File: src/rtl/pipeline_hazard_controller.sv
// Hazard and sequencing controller for a 5-stage pipeline: stall/flush control,
// EX-stage forwarding selects and a saturating stall counter.
module pipeline_hazard_controller #(
   parameter int NREG_BITS = 3,
   parameter int CNT_W     = 16
) (
   input  logic                 clk,
   input  logic                 reset,
   input  logic                 id_valid,
   input  logic [NREG_BITS-1:0] id_rn,
   input  logic [NREG_BITS-1:0] id_rm,
   input  logic                 id_uses_rn,
   input  logic                 id_uses_rm,
   input  logic                 id_write,
   input  logic [NREG_BITS-1:0] id_write_num,
   input  logic                 id_is_load,
   input  logic                 id_is_mem,
   input  logic                 ex_branch_taken,
   input  logic                 mem_ready,
   output logic                 pc_en,
   output logic                 if_id_en,
   output logic                 if_id_flush,
   output logic                 id_ex_en,
   output logic                 id_ex_flush,
   output logic                 ex_mem_en,
   output logic                 mem_wb_en,
   output logic                 mem_wb_flush,
   output logic [1:0]           fwd_a,
   output logic [1:0]           fwd_b,
   output logic [CNT_W-1:0]     stall_count
);

   logic                 ex_valid, ex_write, ex_load, ex_mem, ex_uses_rn, ex_uses_rm;
   logic [NREG_BITS-1:0] ex_num, ex_rn, ex_rm;
   logic                 mem_valid, mem_write, mem_load, mem_mem;
   logic [NREG_BITS-1:0] mem_num;
   logic                 wb_valid, wb_write;
   logic [NREG_BITS-1:0] wb_num;

   logic mem_wait, load_use, branch;

   assign mem_wait = mem_valid & mem_mem & ~mem_ready;
   assign load_use = ex_valid & ex_load & ex_write & id_valid &
                     ((id_uses_rn & (id_rn == ex_num)) | (id_uses_rm & (id_rm == ex_num)));
   assign branch   = ex_branch_taken & ex_valid;

   always_comb begin
      pc_en        = 1'b1;
      if_id_en     = 1'b1;
      if_id_flush  = 1'b0;
      id_ex_en     = 1'b1;
      id_ex_flush  = 1'b0;
      ex_mem_en    = 1'b1;
      mem_wb_en    = 1'b1;
      mem_wb_flush = 1'b0;
      if (mem_wait) begin
         // MEM holds; WB drains with a bubble every waiting cycle
         pc_en        = 1'b0;
         if_id_en     = 1'b0;
         id_ex_en     = 1'b0;
         ex_mem_en    = 1'b0;
         mem_wb_flush = 1'b1;
      end else if (branch) begin
         if_id_flush = 1'b1;
         id_ex_flush = 1'b1;
      end else if (load_use) begin
         pc_en       = 1'b0;
         if_id_en    = 1'b0;
         id_ex_flush = 1'b1;
      end
   end

   function automatic logic [1:0] fwd_sel(input logic uses, input logic [NREG_BITS-1:0] r);
      fwd_sel = 2'b00;
      if (ex_valid && uses) begin
         if (mem_valid && mem_write && !mem_load && (mem_num == r))
            fwd_sel = 2'b10;
         else if (wb_valid && wb_write && (wb_num == r))
            fwd_sel = 2'b01;
      end
   endfunction

   assign fwd_a = fwd_sel(ex_uses_rn, ex_rn);
   assign fwd_b = fwd_sel(ex_uses_rm, ex_rm);

   always_ff @(posedge clk) begin
      if (reset) begin
         ex_valid   <= 1'b0;
         ex_write   <= 1'b0;
         ex_load    <= 1'b0;
         ex_mem     <= 1'b0;
         ex_uses_rn <= 1'b0;
         ex_uses_rm <= 1'b0;
         ex_num     <= '0;
         ex_rn      <= '0;
         ex_rm      <= '0;
         mem_valid  <= 1'b0;
         mem_write  <= 1'b0;
         mem_load   <= 1'b0;
         mem_mem    <= 1'b0;
         mem_num    <= '0;
         wb_valid   <= 1'b0;
         wb_write   <= 1'b0;
         wb_num     <= '0;
      end else begin
         if (mem_wb_en) begin
            wb_valid <= mem_wb_flush ? 1'b0 : mem_valid;
            wb_write <= mem_write;
            wb_num   <= mem_num;
         end
         if (ex_mem_en) begin
            mem_valid <= ex_valid;
            mem_write <= ex_write;
            mem_load  <= ex_load;
            mem_mem   <= ex_mem;
            mem_num   <= ex_num;
         end
         if (id_ex_en) begin
            ex_valid   <= id_ex_flush ? 1'b0 : id_valid;
            ex_write   <= id_write;
            ex_load    <= id_is_load;
            ex_mem     <= id_is_mem;
            ex_uses_rn <= id_uses_rn;
            ex_uses_rm <= id_uses_rm;
            ex_num     <= id_write_num;
            ex_rn      <= id_rn;
            ex_rm      <= id_rm;
         end
      end
   end

   always_ff @(posedge clk) begin
      if (reset)
         stall_count <= '0;
      else if (!pc_en && (stall_count != {CNT_W{1'b1}}))
         stall_count <= stall_count + {{(CNT_W-1){1'b0}}, 1'b1};
   end

endmodule

File: config.mk
export PLATFORM = sky130hd
export DESIGN_NAME = pipeline_hazard_controller
export DESIGN_NICKNAME = d
export VERILOG_FILES = /design/src/rtl/pipeline_hazard_controller.sv
export SDC_FILE = /design/constraint.sdc
export NUM_CORES = 1
export LEC_CHECK = 0
export ABC_CLOCK_PERIOD_IN_PS = 2250
export BUFFER_PORTS_ARGS = -buffer_cell sky130_fd_sc_hd__buf_2
export CORE_AREA = 2 2 65 67
export CTS_BUF_LIST = sky130_fd_sc_hd__clkbuf_8 sky130_fd_sc_hd__clkbuf_16
export DETAILED_ROUTE_END_ITERATION = 16
export DIE_AREA = 0 0 67 69
export PLACE_DENSITY = 0.78
export SLEW_MARGIN = 20
export SYNTH_ARGS = -nofsm -noshare
export SYNTH_HDL_FRONTEND = slang
export SYNTH_SLANG_ARGS = --single-unit
File: constraint.sdc
create_clock -name clk -period 2.25 [get_ports clk]
set_input_delay 0.225 -clock clk [delete_from_list [all_inputs] [get_ports clk]]
set_output_delay 0.225 -clock clk [all_outputs]
set_load 0.02 [all_outputs]
# Word level (Yosys, flattened, before mapping)
# Index checks and enable logic that the tools add are counted.
# op_classes
n_addsub	1
eq_ne	7
mux	17
n_bitwise	11
n_reduce_logical	13
# ops
op	n
== test 3 bit	6
adder 16 x 1 -> 16 bit, second input constant	1
inequality test 16 bit, second input constant	1
2-to-1 mux 1 bit	13
logical AND 1 bit	10
bitwise AND 1 bit	9
2-to-1 mux 2 bit	4
logical NOT 1 bit	2
OR reduction 2 bit	1
NOT 1 bit	1
OR 1 bit	1
# totals
regBits	43
in_bits	19
out_inout_bits	28

# Logic depth before layout (Yosys ltp)
# Gate-level depths: netlist (run 1).
# depth
depth_word	9
ltp_mapped	8
mapped_depth_nobuf	7

# Worst setup path before layout (run 1)
# OpenSTA, ideal clock, no wires.
# synth_path
kind	reg-to-output
startpoint	register mem_mem
endpoint	output port pc_en
arrival_ps	1828
setup_slack_ps	197
path_stages_with_launch	8
cell_sequence	dfxtp_1 -> nor2b_1 -> nand2_1 -> inv_1 -> clkbuf_1 -> buf_1 -> nor2_1 -> buf_4
# synth_via
elab_chain_len	3
# synth_rtl
item	line	text
from (decl)	35	logic mem_valid, mem_write, mem_load, mem_mem;
from (signal assigned)	115	mem_mem <= ex_mem;
bitwise AND 1 bit (2 in a row)	42	assign mem_wait = mem_valid & mem_mem & ~mem_ready;
2-to-1 mux 1 bit	n/a	
to (decl)	20	output logic pc_en,
# Every way passes these cells.

# Worst setup path in the final report (run 1)
# layout_path
startpoint	register stall_count[6]
endpoint	register stall_count[13]
# layout_via
elab_chain_len	2
# layout_rtl
item	line	text
from (decl)	30	output logic [CNT_W-1:0] stall_count
from (signal assigned)	136	stall_count <= stall_count + {{(CNT_W-1){1'b0}}, 1'b1};
branches (longest 2 deep; another with adder 16 x 1 -> 16 bit)	n/a	
# Several ways; the timed one is not identified.
# A chain may end at the register's enable or synchronous reset.

==> key figures, run 1 <==
Hold path
  • Hold Path Origin: id_write_num[2]
  • Min-Delay Path Class: input port to flop
  • Endpoint of the worst hold-timing path: ex_num[2]$_SDFFE_PP0N_
  • Hold path depth: 3

Logic synthesis
  • Asr flop ratio synth: 0%
  • Flip-flop and latch count after synthesis: 43
  • Largest cells by area after synthesis: sky130_fd_sc_hd__dfxtp_1 42%, sky130_fd_sc_hd__nand2_1 9.4%, sky130_fd_sc_hd__a21oi_1 6.6%
  • Top cell type by total area after synthesis: sky130_fd_sc_hd__dfxtp_1
  • Sequential cell area fraction in the yosys report: between 40% and 50%
  • Synth Net Count: 265
  • Yosys synthesis warning count: 0
  • Post-synthesis area per instance: 8.30 um2
  • Most numerous cell in the Yosys netlist: sky130_fd_sc_hd__nand2_1
  • Area share of the largest cell type after synthesis: 42.3%
  • Leading post-synthesis cells by instance count: 51 x sky130_fd_sc_hd__nand2_1, 43 x sky130_fd_sc_hd__dfxtp_1, 27 x sky130_fd_sc_hd__a21oi_1
  • Netlist area before placement: 2030 um2
  • Gate count after technology mapping: 245
  • Commonest register cell after synthesis: sky130_fd_sc_hd__dfxtp_1
  • Number of enable flip-flop cells after synthesis: 0
  • Number of distinct library cells after synthesis: 39

Layout
  • Total inserted antenna cells: 0
  • Fill cell total of the finished layout: 385
  • Final std cell area, no fill: 2350 um2
  • Final cell count without fillers: 333
  • Share of post-route cells with drive strength above 1: 23.3%
  • Area growth from synthesis to final layout: 15.6%
  • Net count of the finished layout: 302
  • Final Core Density: 60.1%

Drt
  • Via density per instance: 5.35
  • Drt drc: 0
  • Number of iterations in the first detailed-routing pass: 4
  • Per-cell routed wire length: around 13 um
  • Final antenna-violating net count: 0
  • Overall via count from detail_route: 1,781
  • Total wirelength of the detailed-routed design: 4.20 mm
  • Iteration-0 DRC Markers: 116

Floorplanning
  • Total core area: approximately 4000 um2
  • Number of cell rows: 23
  • Floorplan die width: 67 um
  • Top-Level Pins: 47
  • Floorplan die height: 69 um
  • Die area: 4620 um2
  • Effective utilization at floorplan: about half

Timing
  • # setup viols final: 0
  • Post-route clock period utilization: 90.8%
  • Minimum clock period after layout: ~2.0 ns
  • Worst slew pin tran: 0.760 ns
  • Max Clock Skew: 0.00881 ns
  • Accumulated negative setup slack: 0 ns
  • Worst hold-check slack: 0.166 ns
  • Slew Limit Headroom: roughly half
  • Count of final max-slew check failures: 0
  • RSZ-0062 raised after global routing: no
  • Crit path setup slack, layout: 0.208 ns
  • Final hold vios: 0
  • Achievable Freq: 0.490 GHz

Place
  • Post-Place Worst Slack: 0.203 ns
  • Number of buffers added on ports: 45
  • HPWL after detailed placement: slightly below 3 mm
  • Placed instance area: 2250 um2
  • Final weighted congestion in routability-driven placement: 0.814
  • Number of placed cells counting well taps: 325

Job
  • Max-cap viol count: 0

Setup path
  • R2R Setup Slk: 0.21 ns
  • Endpoint of the most critical register-to-register path: stall_count[13]$_SDFFE_PP0P_
  • Largest fanout on the critical path: 19
  • Element type at the critical path end: flop
  • Worst-case reg-to-reg path depth: 6
  • Type of the worst setup path: flop to flop
  • Required time worst endpoint: 2.44 ns
  • R2r startpoint: stall_count[6]$_SDFFE_PP0P_
  • Worst setup startpoint: stall_count[6]$_SDFFE_PP0P_
  • Data arrival time at the worst-slack endpoint: between 2 and 2.5 ns
  • Launching element type of the critical path: flop

Clock network
  • Clk root buf: sky130_fd_sc_hd__clkbuf_8
  • Buffer depth of the longest clock path: 2
  • Clock latency on the worst-skew pair: 0.30 ns
  • Clock tree from TritonCTS: yes
  • H-tree depth: 2
  • Total CTS buffers: 5
  • CTS Hold Buffers Added: 0
  • Clock Sink Count: 43
  • Clock input transition at the sequential cells of the worst setup and hold paths: 0.09 ns

Global routing
  • Overall track demand over capacity in global routing: around a fifth
  • Pin count of the biggest net entering global routing: 46
  • Global-route wire length before repair: 7.02 mm
  • Vias in the first global route: around 1,500
  • Initial antenna violation count: 0
  • Total overflow reported by the global router: 0

Outcome
  • Outcome: finished, final reports clean

Power and ir drop
  • Post-layout total power: 1.40 mW
  • Largest voltage drop on the vdd net: between 0.0003 and 0.0004 V
  • Power density normalized to cell area: 594 nW/um2
  • Cell leakage power: 1.03 nW
[worst max-delay path by stage]
stage	endpoint	cells after the start
finish	stall_count[13]$_SDFFE_PP0P_	6
global route	stall_count[9]$_SDFFE_PP0P_	6
CTS	stall_count[13]$_SDFFE_PP0P_	6
detailed placement	stall_count[13]$_SDFFE_PP0P_	6
global placement	stall_count[13]$_SDFFE_PP0P_	6
floorplan	pc_en	7
[registers in the layout, summed over array words and instances (netlist names), 3 cells and up]
| register | cells |
|---|---|
| ex_rm | 3 |
| ex_rn | 3 |
| mem_num | 3 |
| wb_num | 3 |
| ex_num | 3 |
| stall_count | 16 |
[critical path: stages, from the launching register on]
cell and delay, ns:
sky130_fd_sc_hd__dfxtp_1 0.46, sky130_fd_sc_hd__nand4_2 0.22, sky130_fd_sc_hd__nor4_4 0.40, sky130_fd_sc_hd__nand3_2 0.20, sky130_fd_sc_hd__o21ai_4 0.21, sky130_fd_sc_hd__nor4_1 0.12
sky130_fd_sc_hd__mux2_1 0.32
[metal layers]
layer / global-route usage, % / wire length [um] / vias to the layer above
met5: 0 / 0 / -
met4: 6.58 / 59 / 0
met3: 5.38 / 196 / 7
met2: 26.4 / 1830 / 46
met1: 29.0 / 2110 / 819
li1: - / - / 909
[logic make-up after synthesis]
logic type	after synthesis	share of synthesized area (%)
compound gates	43	13.1
xor+xnor	24	10.3
fa+ha+maj	1	0.615
buf+inv	19	4.67
flops	43	42.3
mux	2	1.05
other cells	1	0.184
simple gates	112	27.7
[cell type report]
cell class | instances | area (um2) | share of cell area, %
clock buffer | 5 | 68.8 | 2.93
clock inverter | 3 | 23.8 | 1.01
inverter | 2 | 7.51 | 0.319
multi-input combinational | 183 | 1090 | 46.2
sequential | 43 | 861 | 36.6
tap | 50 | 62.6 | 2.66
timing repair buffer | 47 | 240 | 10.2
[where the power goes]
part / internal, mW / leakage [nW] / switching, mW
clock network: 0.222 / 0.0408 / 0.274
logic: 0.0446 / 0.634 / 0.0513
registers: 0.783 / 0.352 / 0.0221
[repair_timing]
action	CTS	global route
endpoints found under the setup margin	0	1
resized for setup	0	1
setup buffers	0	0
[placed cells by master, fill, tap and decap left out, types with 2 or more instances in the layout]
master,instances
sky130_fd_sc_hd__nand2_1,51
sky130_fd_sc_hd__buf_2,45
sky130_fd_sc_hd__dfxtp_1,43
sky130_fd_sc_hd__a21oi_1,27
sky130_fd_sc_hd__nor2_1,16
sky130_fd_sc_hd__xor2_1,14
sky130_fd_sc_hd__xnor2_1,10
sky130_fd_sc_hd__nor2b_1,6
sky130_fd_sc_hd__and3_1,6
sky130_fd_sc_hd__nor4_1,5
sky130_fd_sc_hd__nand3_1,5
sky130_fd_sc_hd__o211ai_1,5
sky130_fd_sc_hd__or4_1,5
sky130_fd_sc_hd__clkbuf_8,5
sky130_fd_sc_hd__nand4_1,4
sky130_fd_sc_hd__o31ai_1,4
sky130_fd_sc_hd__o21ai_0,3
sky130_fd_sc_hd__or3_2,3
sky130_fd_sc_hd__inv_1,2
sky130_fd_sc_hd__nand4_2,2
sky130_fd_sc_hd__or2_2,2
sky130_fd_sc_hd__clkinvlp_4,2
sky130_fd_sc_hd__buf_4,2
No activity file was read; power rests on OpenSTA's default activity.
==> inputs of run 2 (changes only) <==
--- a/config.mk
+++ b/config.mk
@@ -5,13 +5,13 @@
 export SDC_FILE = /design/constraint.sdc
 export NUM_CORES = 1
 export LEC_CHECK = 0
-export ABC_CLOCK_PERIOD_IN_PS = 2250
+export ABC_CLOCK_PERIOD_IN_PS = 2400
 export BUFFER_PORTS_ARGS = -buffer_cell sky130_fd_sc_hd__buf_2
-export CORE_AREA = 2 2 65 67
+export CORE_AREA = 2 2 63 65
 export CTS_BUF_LIST = sky130_fd_sc_hd__clkbuf_8 sky130_fd_sc_hd__clkbuf_16
 export DETAILED_ROUTE_END_ITERATION = 16
-export DIE_AREA = 0 0 67 69
-export PLACE_DENSITY = 0.78
+export DIE_AREA = 0 0 65 67
+export PLACE_DENSITY = 0.82
 export SLEW_MARGIN = 20
 export SYNTH_ARGS = -nofsm -noshare
 export SYNTH_HDL_FRONTEND = slang
==> constraint.sdc (replaced) <==
create_clock -name clk -period 2.4 [get_ports clk]
set_input_delay 0.24 -clock clk [delete_from_list [all_inputs] [get_ports clk]]
set_output_delay 0.24 -clock clk [all_outputs]
set_load 0.02 [all_outputs]
==> run 2 against run 1 <==
Against the previous run:
- clock skew decreased by 0.0039 ns
- largest cell class unchanged
- combinational power decreased by 4.0%
- via count increased by 1.5%
- first-iteration DRC count increased by 10%
- largest power group unchanged
- critical endpoint unchanged
==> key figures, run 2 (synthesis results as in run 1) <==
Outcome
  • Outcome: finished, final reports clean

Layout
  • Most frequent cells in the layout: 51 x sky130_fd_sc_hd__nand2_1, 45 x sky130_fd_sc_hd__buf_2, 43 x sky130_fd_sc_hd__dfxtp_1, 27 x sky130_fd_sc_hd__a21oi_1, 16 x sky130_fd_sc_hd__nor2_1
  • Area growth from synthesis to final layout: 15.9%
  • Total inserted antenna cells: 0
  • Largest register by flop count: stall_count
  • Net count of the finished layout: 303
  • Flip-flop count of the largest register, all copies and words added: 16
  • Final std cell area, no fill: approximately 2400 um2
  • Final cell count without fillers: about 330
  • Most common cell after layout, fill and taps aside: sky130_fd_sc_hd__nand2_1
  • Share of post-route cells with drive strength above 1: 23.0%

Place
  • Number of placed cells counting well taps: about 320
  • Final weighted congestion in routability-driven placement: 0.806
  • Number of buffers added on ports: 45
  • HPWL after detailed placement: 3.05 mm
  • Placed instance area: 2250 um2

Clock network
  • Setup Buffers After CTS: 0
  • Clock Sink Count: 43
  • Clock latency on the worst-skew pair: 0.29 ns
  • Clock tree from TritonCTS: yes
  • Buffer depth of the longest clock path: 2
  • Clk root buf: sky130_fd_sc_hd__clkbuf_8
  • Count of instances resized after the clock tree is built: 0
  • CTS Hold Buffers Added: 0
  • H-tree depth: 2
  • Clock input transition at the sequential cells of the worst setup and hold paths: around 0.080 ns
  • Total CTS buffers: 5

Setup path
  • Data arrival time at the worst-slack endpoint: 2.26 ns
  • Element type at the critical path end: flop
  • R2R Setup Slk: 0.32 ns
  • Largest fanout on the critical path: 19
  • Launching element type of the critical path: flop
  • Type of the worst setup path: flop to flop
  • Dominant delay contributor by cell family on the critical path: simple AND/OR/NAND/NOR gates
  • Worst-case reg-to-reg path depth: 6
  • Combined buffer and inverter count along the critical path: 0
  • Number of gates on the worst path with buffers counted: 6
  • R2r startpoint: ex_valid$_SDFFE_PP0N_
  • Required time worst endpoint: ~2.6 ns
  • Max stage delay cell, worst path: sky130_fd_sc_hd__dfxtp_1
  • Cells traversed along the worst timing path: and4_1 > nand2b_1 > a21oi_4 > o21ai_4 > nor4_1 > mux2_1
  • Crit-path max cell delay: 0.50 ns
  • Endpoint of the most critical register-to-register path: stall_count[13]$_SDFFE_PP0P_

Global routing
  • Global-route wire length before repair: 7.02 mm
  • Initial antenna violation count: 0
  • Vias in the first global route: approximately 1,500
  • Pin count of the biggest net entering global routing: between 40 and 50
  • Total overflow reported by the global router: 0
  • Overall track demand over capacity in global routing: 21.2%

Power and ir drop
  • Post-layout total power: 1.38 mW
  • Largest voltage drop on the vdd net: 0.000545 V
  • Cell leakage power: 1.03 nW
  • Power density normalized to cell area: 585 nW/um2

Timing
  • Final hold vios: 0
  • Slew Limit Headroom: 47.2%
  • Accumulated negative setup slack: 0 ns
  • # setup viols final: 0
  • Post-route clock period utilization: 86.6%
  • RSZ-0062 raised after global routing: no
  • Count of final max-slew check failures: 0
  • Minimum clock period after layout: 2.08 ns
  • Worst hold-check slack: 0.184 ns
  • Worst slew pin tran: just under 0.8 ns
  • Achievable Freq: 0.481 GHz
  • Max Clock Skew: 0.00488 ns

Drt
  • Number of iterations in the first detailed-routing pass: 4
  • Via density per instance: 5.46
  • Per-cell routed wire length: 13.2 um
  • Final antenna-violating net count: 0
  • Drt drc: 0
  • Total wirelength of the detailed-routed design: 4.36 mm
  • Iteration-0 DRC Markers: 128
  • Overall via count from detail_route: 1,807

Floorplanning
  • Effective utilization at floorplan: 56.4%
  • Top-Level Pins: 47
  • Number of cell rows: 22
  • Total core area: 3610 um2
  • Die area: 4360 um2
  • Floorplan die height: approximately 67 um
  • Floorplan die width: 65 um

Hold path
  • Hold Path Origin: id_is_mem
  • Min-Delay Path Class: input port to flop
  • Hold path depth: 3
  • Endpoint of the worst hold-timing path: ex_mem$_SDFFE_PP0N_

Job
  • Max-cap viol count: 0
## run 2: worst max-delay path by stage
stage / start / end / slack [ns]
final: ex_valid$_SDFFE_PP0N_ / stall_count[13]$_SDFFE_PP0P_ / 0.32
after global routing: stall_count[7]$_SDFFE_PP0P_ / stall_count[13]$_SDFFE_PP0P_ / 0.20
after CTS: ex_num[2]$_SDFFE_PP0N_ / stall_count[13]$_SDFFE_PP0P_ / 0.33
after detailed placement: ex_valid$_SDFFE_PP0N_ / stall_count[13]$_SDFFE_PP0P_ / 0.35
after global placement: id_rm[2] / stall_count[13]$_SDFFE_PP0P_ / 0.41
after floorplan: mem_mem$_SDFFE_PP0N_ / pc_en / 0.33
## run 2: where the power goes
| group | leakage (nW) | switching [mW] | internal (mW) |
|---|---|---|---|
| registers | 0.352 | 0.0215 | 0.735 |
| logic | 0.623 | 0.0502 | 0.0418 |
| clock network | 0.0554 | 0.229 | 0.301 |
| total | 1.03 | 0.301 | 1.08 |
## run 2: layout make-up
cell class                 instances  area (um2)
inverter                           2        7.51
clock buffer                       5        68.8
timing repair buffer              48         248
fill                             312        1250
multi-input combinational        183        1080
clock inverter                     2        33.8
sequential                        43         861
tap                               48        60.1
## run 2: tightest hold or removal path, stage by stage
cell and delay [ns]:
sky130_fd_sc_hd__buf_2 0.09, sky130_fd_sc_hd__nand2_1 0.04, sky130_fd_sc_hd__a21oi_1 0.05
## run 2: per-stage QoR
stage	setup WS (ns)	utilization [%]
final	0.321	65.4
after global routing	0.198	65.4
after CTS	0.329	65.4
after detailed placement	0.345	62.5
after global placement	0.412	62.5
after floorplan	0.332	-
## run 2: layer usage
metal | vias to the layer above | GRT usage [%] | wire, um
met5 | - | 0 | 0
met4 | 0 | 10.1 | 74
met3 | 6 | 4.73 | 239
met2 | 57 | 31.8 | 1970
met1 | 833 | 28.8 | 2080
li1 | 911 | - | -
==> inputs of run 3 (changes only) <==
--- a/config.mk
+++ b/config.mk
@@ -5,13 +5,14 @@
 export SDC_FILE = /design/constraint.sdc
 export NUM_CORES = 1
 export LEC_CHECK = 0
+export ABC_AREA = 1
 export ABC_CLOCK_PERIOD_IN_PS = 2400
 export BUFFER_PORTS_ARGS = -buffer_cell sky130_fd_sc_hd__buf_2
-export CORE_AREA = 2 2 63 65
+export CORE_AREA = 2 2 66 68
 export CTS_BUF_LIST = sky130_fd_sc_hd__clkbuf_8 sky130_fd_sc_hd__clkbuf_16
 export DETAILED_ROUTE_END_ITERATION = 16
-export DIE_AREA = 0 0 65 67
-export PLACE_DENSITY = 0.82
+export DIE_AREA = 0 0 68 70
+export PLACE_DENSITY = 0.8
 export SLEW_MARGIN = 20
 export SYNTH_ARGS = -nofsm -noshare
 export SYNTH_HDL_FRONTEND = slang
==> run 3 against run 2 <==
Against the previous run:
- critical path depth increased by 4
- sequential cell count unchanged
- global-route usage increased by 1.4 points
- sequential share of layout area decreased by 3.3 points
- sequential power about the same
- core utilization decreased by 2.9 points
- first-iteration DRC count increased by 18%
- synthesized cell count increased by 31%
- critical path type is now flop to output pin
==> key figures, run 3 <==
Logic synthesis
  • Area share of the largest cell type after synthesis: 38.7%
  • Most numerous cell in the Yosys netlist: sky130_fd_sc_hd__nand2_1
  • Commonest register cell after synthesis: sky130_fd_sc_hd__dfxtp_1
  • Number of distinct library cells after synthesis: 33
  • Synth Net Count: 341
  • Leading post-synthesis cells by instance count: 62 x sky130_fd_sc_hd__nand2_1, 60 x sky130_fd_sc_hd__nor2_1, 43 x sky130_fd_sc_hd__dfxtp_1
  • Sequential cell area fraction in the yosys report: 38.7%
  • Netlist area before placement: 2220 um2
  • Yosys synthesis warning count: 0
  • Asr flop ratio synth: 0%
  • Gate count after technology mapping: between 300 and 400
  • Flip-flop and latch count after synthesis: 43
  • Top cell type by total area after synthesis: sky130_fd_sc_hd__dfxtp_1
  • Post-synthesis area per instance: 6.93 um2
  • Number of enable flip-flop cells after synthesis: 0
  • Largest cells by area after synthesis: sky130_fd_sc_hd__dfxtp_1 39%, sky130_fd_sc_hd__nand2_1 10%, sky130_fd_sc_hd__nor2_1 10%

Drt
  • Via density per instance: between 5 and 6
  • Per-cell routed wire length: 11.9 um
  • Final antenna-violating net count: 0
  • Overall via count from detail_route: 2,117
  • Drt drc: 0
  • Iteration-0 DRC Markers: approximately 150
  • Number of iterations in the first detailed-routing pass: 5
  • Total wirelength of the detailed-routed design: 4.93 mm

Layout
  • Largest register by flop count: stall_count
  • Net count of the finished layout: 382
  • Area growth from synthesis to final layout: 16.5%
  • Most common cell after layout, fill and taps aside: sky130_fd_sc_hd__nand2_1
  • Share of post-route cells with drive strength above 1: approximately a fifth
  • Flip-flop count of the largest register, all copies and words added: 16
  • Area taken by multi-input logic gates: 1170 um2
  • Fill cell total of the finished layout: 381
  • Most frequent cells in the layout: 62 x sky130_fd_sc_hd__nand2_1, 60 x sky130_fd_sc_hd__nor2_1, 45 x sky130_fd_sc_hd__buf_2, 43 x sky130_fd_sc_hd__dfxtp_1, 27 x sky130_fd_sc_hd__a21oi_1
  • Total inserted antenna cells: 0
  • Final cell count without fillers: 415
  • Reg area: approximately 860 um2

Power and ir drop
  • Power density normalized to cell area: 597 nW/um2
  • Post-layout total power: around 1.5 mW
  • Cell leakage power: 1.22 nW
  • Largest voltage drop on the vdd net: 0.000507 V

Setup path
  • R2R Setup Slk: 0.73 ns
  • Endpoint of the most critical register-to-register path: stall_count[15]$_SDFFE_PP0P_
  • Launching element type of the critical path: flop
  • Worst-case reg-to-reg path depth: 10
  • R2r startpoint: stall_count[0]$_SDFFE_PP0P_
  • Largest fanout on the critical path: 27
  • Element type at the critical path end: output pin
  • Data arrival time at the worst-slack endpoint: approximately 1.7 ns
  • Required time worst endpoint: 2.16 ns
  • Type of the worst setup path: flop to output pin

Floorplanning
  • Top-Level Pins: 47
  • Floorplan die width: 68 um
  • Floorplan die height: 70 um
  • Die area: 4760 um2
  • Total core area: a little over 4000 um2
  • Number of cell rows: 24
  • Effective utilization at floorplan: between 50% and 60%

Outcome
  • Outcome: finished, final reports clean

Timing
  • Post-route clock period utilization: roughly four fifths
  • Worst hold-check slack: around 0.19 ns
  • Count of final max-slew check failures: 0
  • Crit path setup slack, layout: around 0.43 ns
  • # setup viols final: 0
  • Achievable Freq: 0.508 GHz
  • Max Clock Skew: roughly 0.0097 ns
  • Minimum clock period after layout: 1.97 ns
  • Accumulated negative setup slack: 0 ns
  • RSZ-0062 raised after global routing: no
  • Final hold vios: 0

Clock network
  • CTS Hold Buffers Added: 0
  • Clock input transition at the sequential cells of the worst setup and hold paths: 0.08 ns
  • H-tree depth: 2
  • Clock Sink Count: 43
  • Setup Buffers After CTS: 0
  • Total CTS buffers: 5
  • Buffer depth of the longest clock path: 2
  • Count of instances resized after the clock tree is built: 0
  • Clock latency on the worst-skew pair: 0.30 ns
  • Clk root buf: sky130_fd_sc_hd__clkbuf_8
  • Clock tree from TritonCTS: yes

Global routing
  • Vias in the first global route: 1,981
  • Overall track demand over capacity in global routing: 22.6%
  • Initial antenna violation count: 0
  • Pin count of the biggest net entering global routing: 28
  • Global-route wire length before repair: 8.43 mm
  • Total overflow reported by the global router: 0

Place
  • HPWL after detailed placement: 3.56 mm
  • Final weighted congestion in routability-driven placement: 0.854
  • Post-Place Worst Slack: 0.748 ns
  • Number of buffers added on ports: 45
  • Number of placed cells counting well taps: slightly above 400

Hold path
  • Endpoint of the worst hold-timing path: ex_num[1]$_SDFFE_PP0N_
  • Min-Delay Path Class: input port to flop
  • Hold Path Origin: id_write_num[1]
  • Hold path depth: 3

Job
  • Max-cap viol count: 0
==> run 3: changes by cell type after synthesis, moves of 6 or more <==
| cell | change |
|---|---|
| sky130_fd_sc_hd__and3_1 | -6 |
| sky130_fd_sc_hd__nor2_1 | +44 |
| sky130_fd_sc_hd__xor2_1 | -7 |
| sky130_fd_sc_hd__nor2b_1 | -6 |
| sky130_fd_sc_hd__o21ai_0 | +16 |
| sky130_fd_sc_hd__inv_2 | +6 |
| sky130_fd_sc_hd__nand2_1 | +11 |
| sky130_fd_sc_hd__inv_1 | +24 |
| sky130_fd_sc_hd__nand3_1 | +17 |
==> run 3: worst max-delay path by stage <==
stage                                 from                            to  slack (ns)  depth (start not counted)
6_report            ex_num[0]$_SDFFE_PP0N_                      if_id_en        0.43                         10
5_1_grt             ex_num[0]$_SDFFE_PP0N_                      if_id_en        0.28                         10
4_1_cts             ex_num[0]$_SDFFE_PP0N_                      if_id_en        0.45                         10
3_5_place_dp   stall_count[0]$_SDFFE_PP0P_   stall_count[7]$_SDFFE_PP0P_        0.75                         10
3_3_place_gp   stall_count[0]$_SDFFE_PP0P_  stall_count[15]$_SDFFE_PP0P_        0.78                         10
2_1_floorplan  stall_count[0]$_SDFFE_PP0P_  stall_count[15]$_SDFFE_PP0P_        0.77                         10
==> run 3: worst max-delay path, cell delays in order, from the launching register on <==
cell and delay, ns:
sky130_fd_sc_hd__dfxtp_1 0.39, sky130_fd_sc_hd__inv_2 0.06, sky130_fd_sc_hd__nand2_1 0.06, sky130_fd_sc_hd__nand2_1 0.05, sky130_fd_sc_hd__nor2_1 0.09, sky130_fd_sc_hd__nand2_1 0.08, sky130_fd_sc_hd__nand2_1 0.08, sky130_fd_sc_hd__nand3_2 0.09
sky130_fd_sc_hd__nand2_4 0.26, sky130_fd_sc_hd__inv_1 0.08, sky130_fd_sc_hd__buf_2 0.17
==> run 3: final cells by class <==
type / count / area share (%)
multi-input cells: 233 / 45.1
clock inverters: 3 / 2.61
flip-flops and latches: 43 / 33.2
inverters: 32 / 4.64
clock buffers: 5 / 2.66
well taps: 52 / 2.51
repair buffers: 47 / 9.28
==> run 3: metrics by stage <==
stage / area [um2] / util (%)
floorplan: 2220 / -
global placement: 2450 / 59.2
global route: 2590 / 62.5
detailed placement: 2450 / 59.2
finish: 2590 / 62.5
CTS: 2590 / 62.5
==> run 3: layer usage <==
layer	vias to the layer above	track usage, %	wire length (um)
met5	-	0	0
met4	0	7.56	75
met3	8	4.35	268
met2	66	37.6	2320
met1	940	28.8	2270
li1	1103	-	-
==> run 3: cell families (layout without fill, tap and decap cells) <==
logic type               Yosys count  in the layout  share of synthesized area (%)
AND/OR/NAND/NOR                  167            167                           34.4
buffers and inverters             45             87                           8.78
XOR/XNOR                          16             16                           6.30
other                              1              1                          0.169
adder cells (fa/ha/maj)            1              1                          0.563
flip-flops                        43             43                           38.7
AO/OA/AOI/OAI                     48             48                           11.1
==> run 3: power breakdown <==
part	switching [mW]	total [mW]	leakage, nW	internal (mW)
logic	0.0650	0.113	0.803	0.0482
clock network	0.259	0.674	0.0644	0.415
registers	0.0218	0.758	0.352	0.736
total	0.346	1.55	1.22	1.20
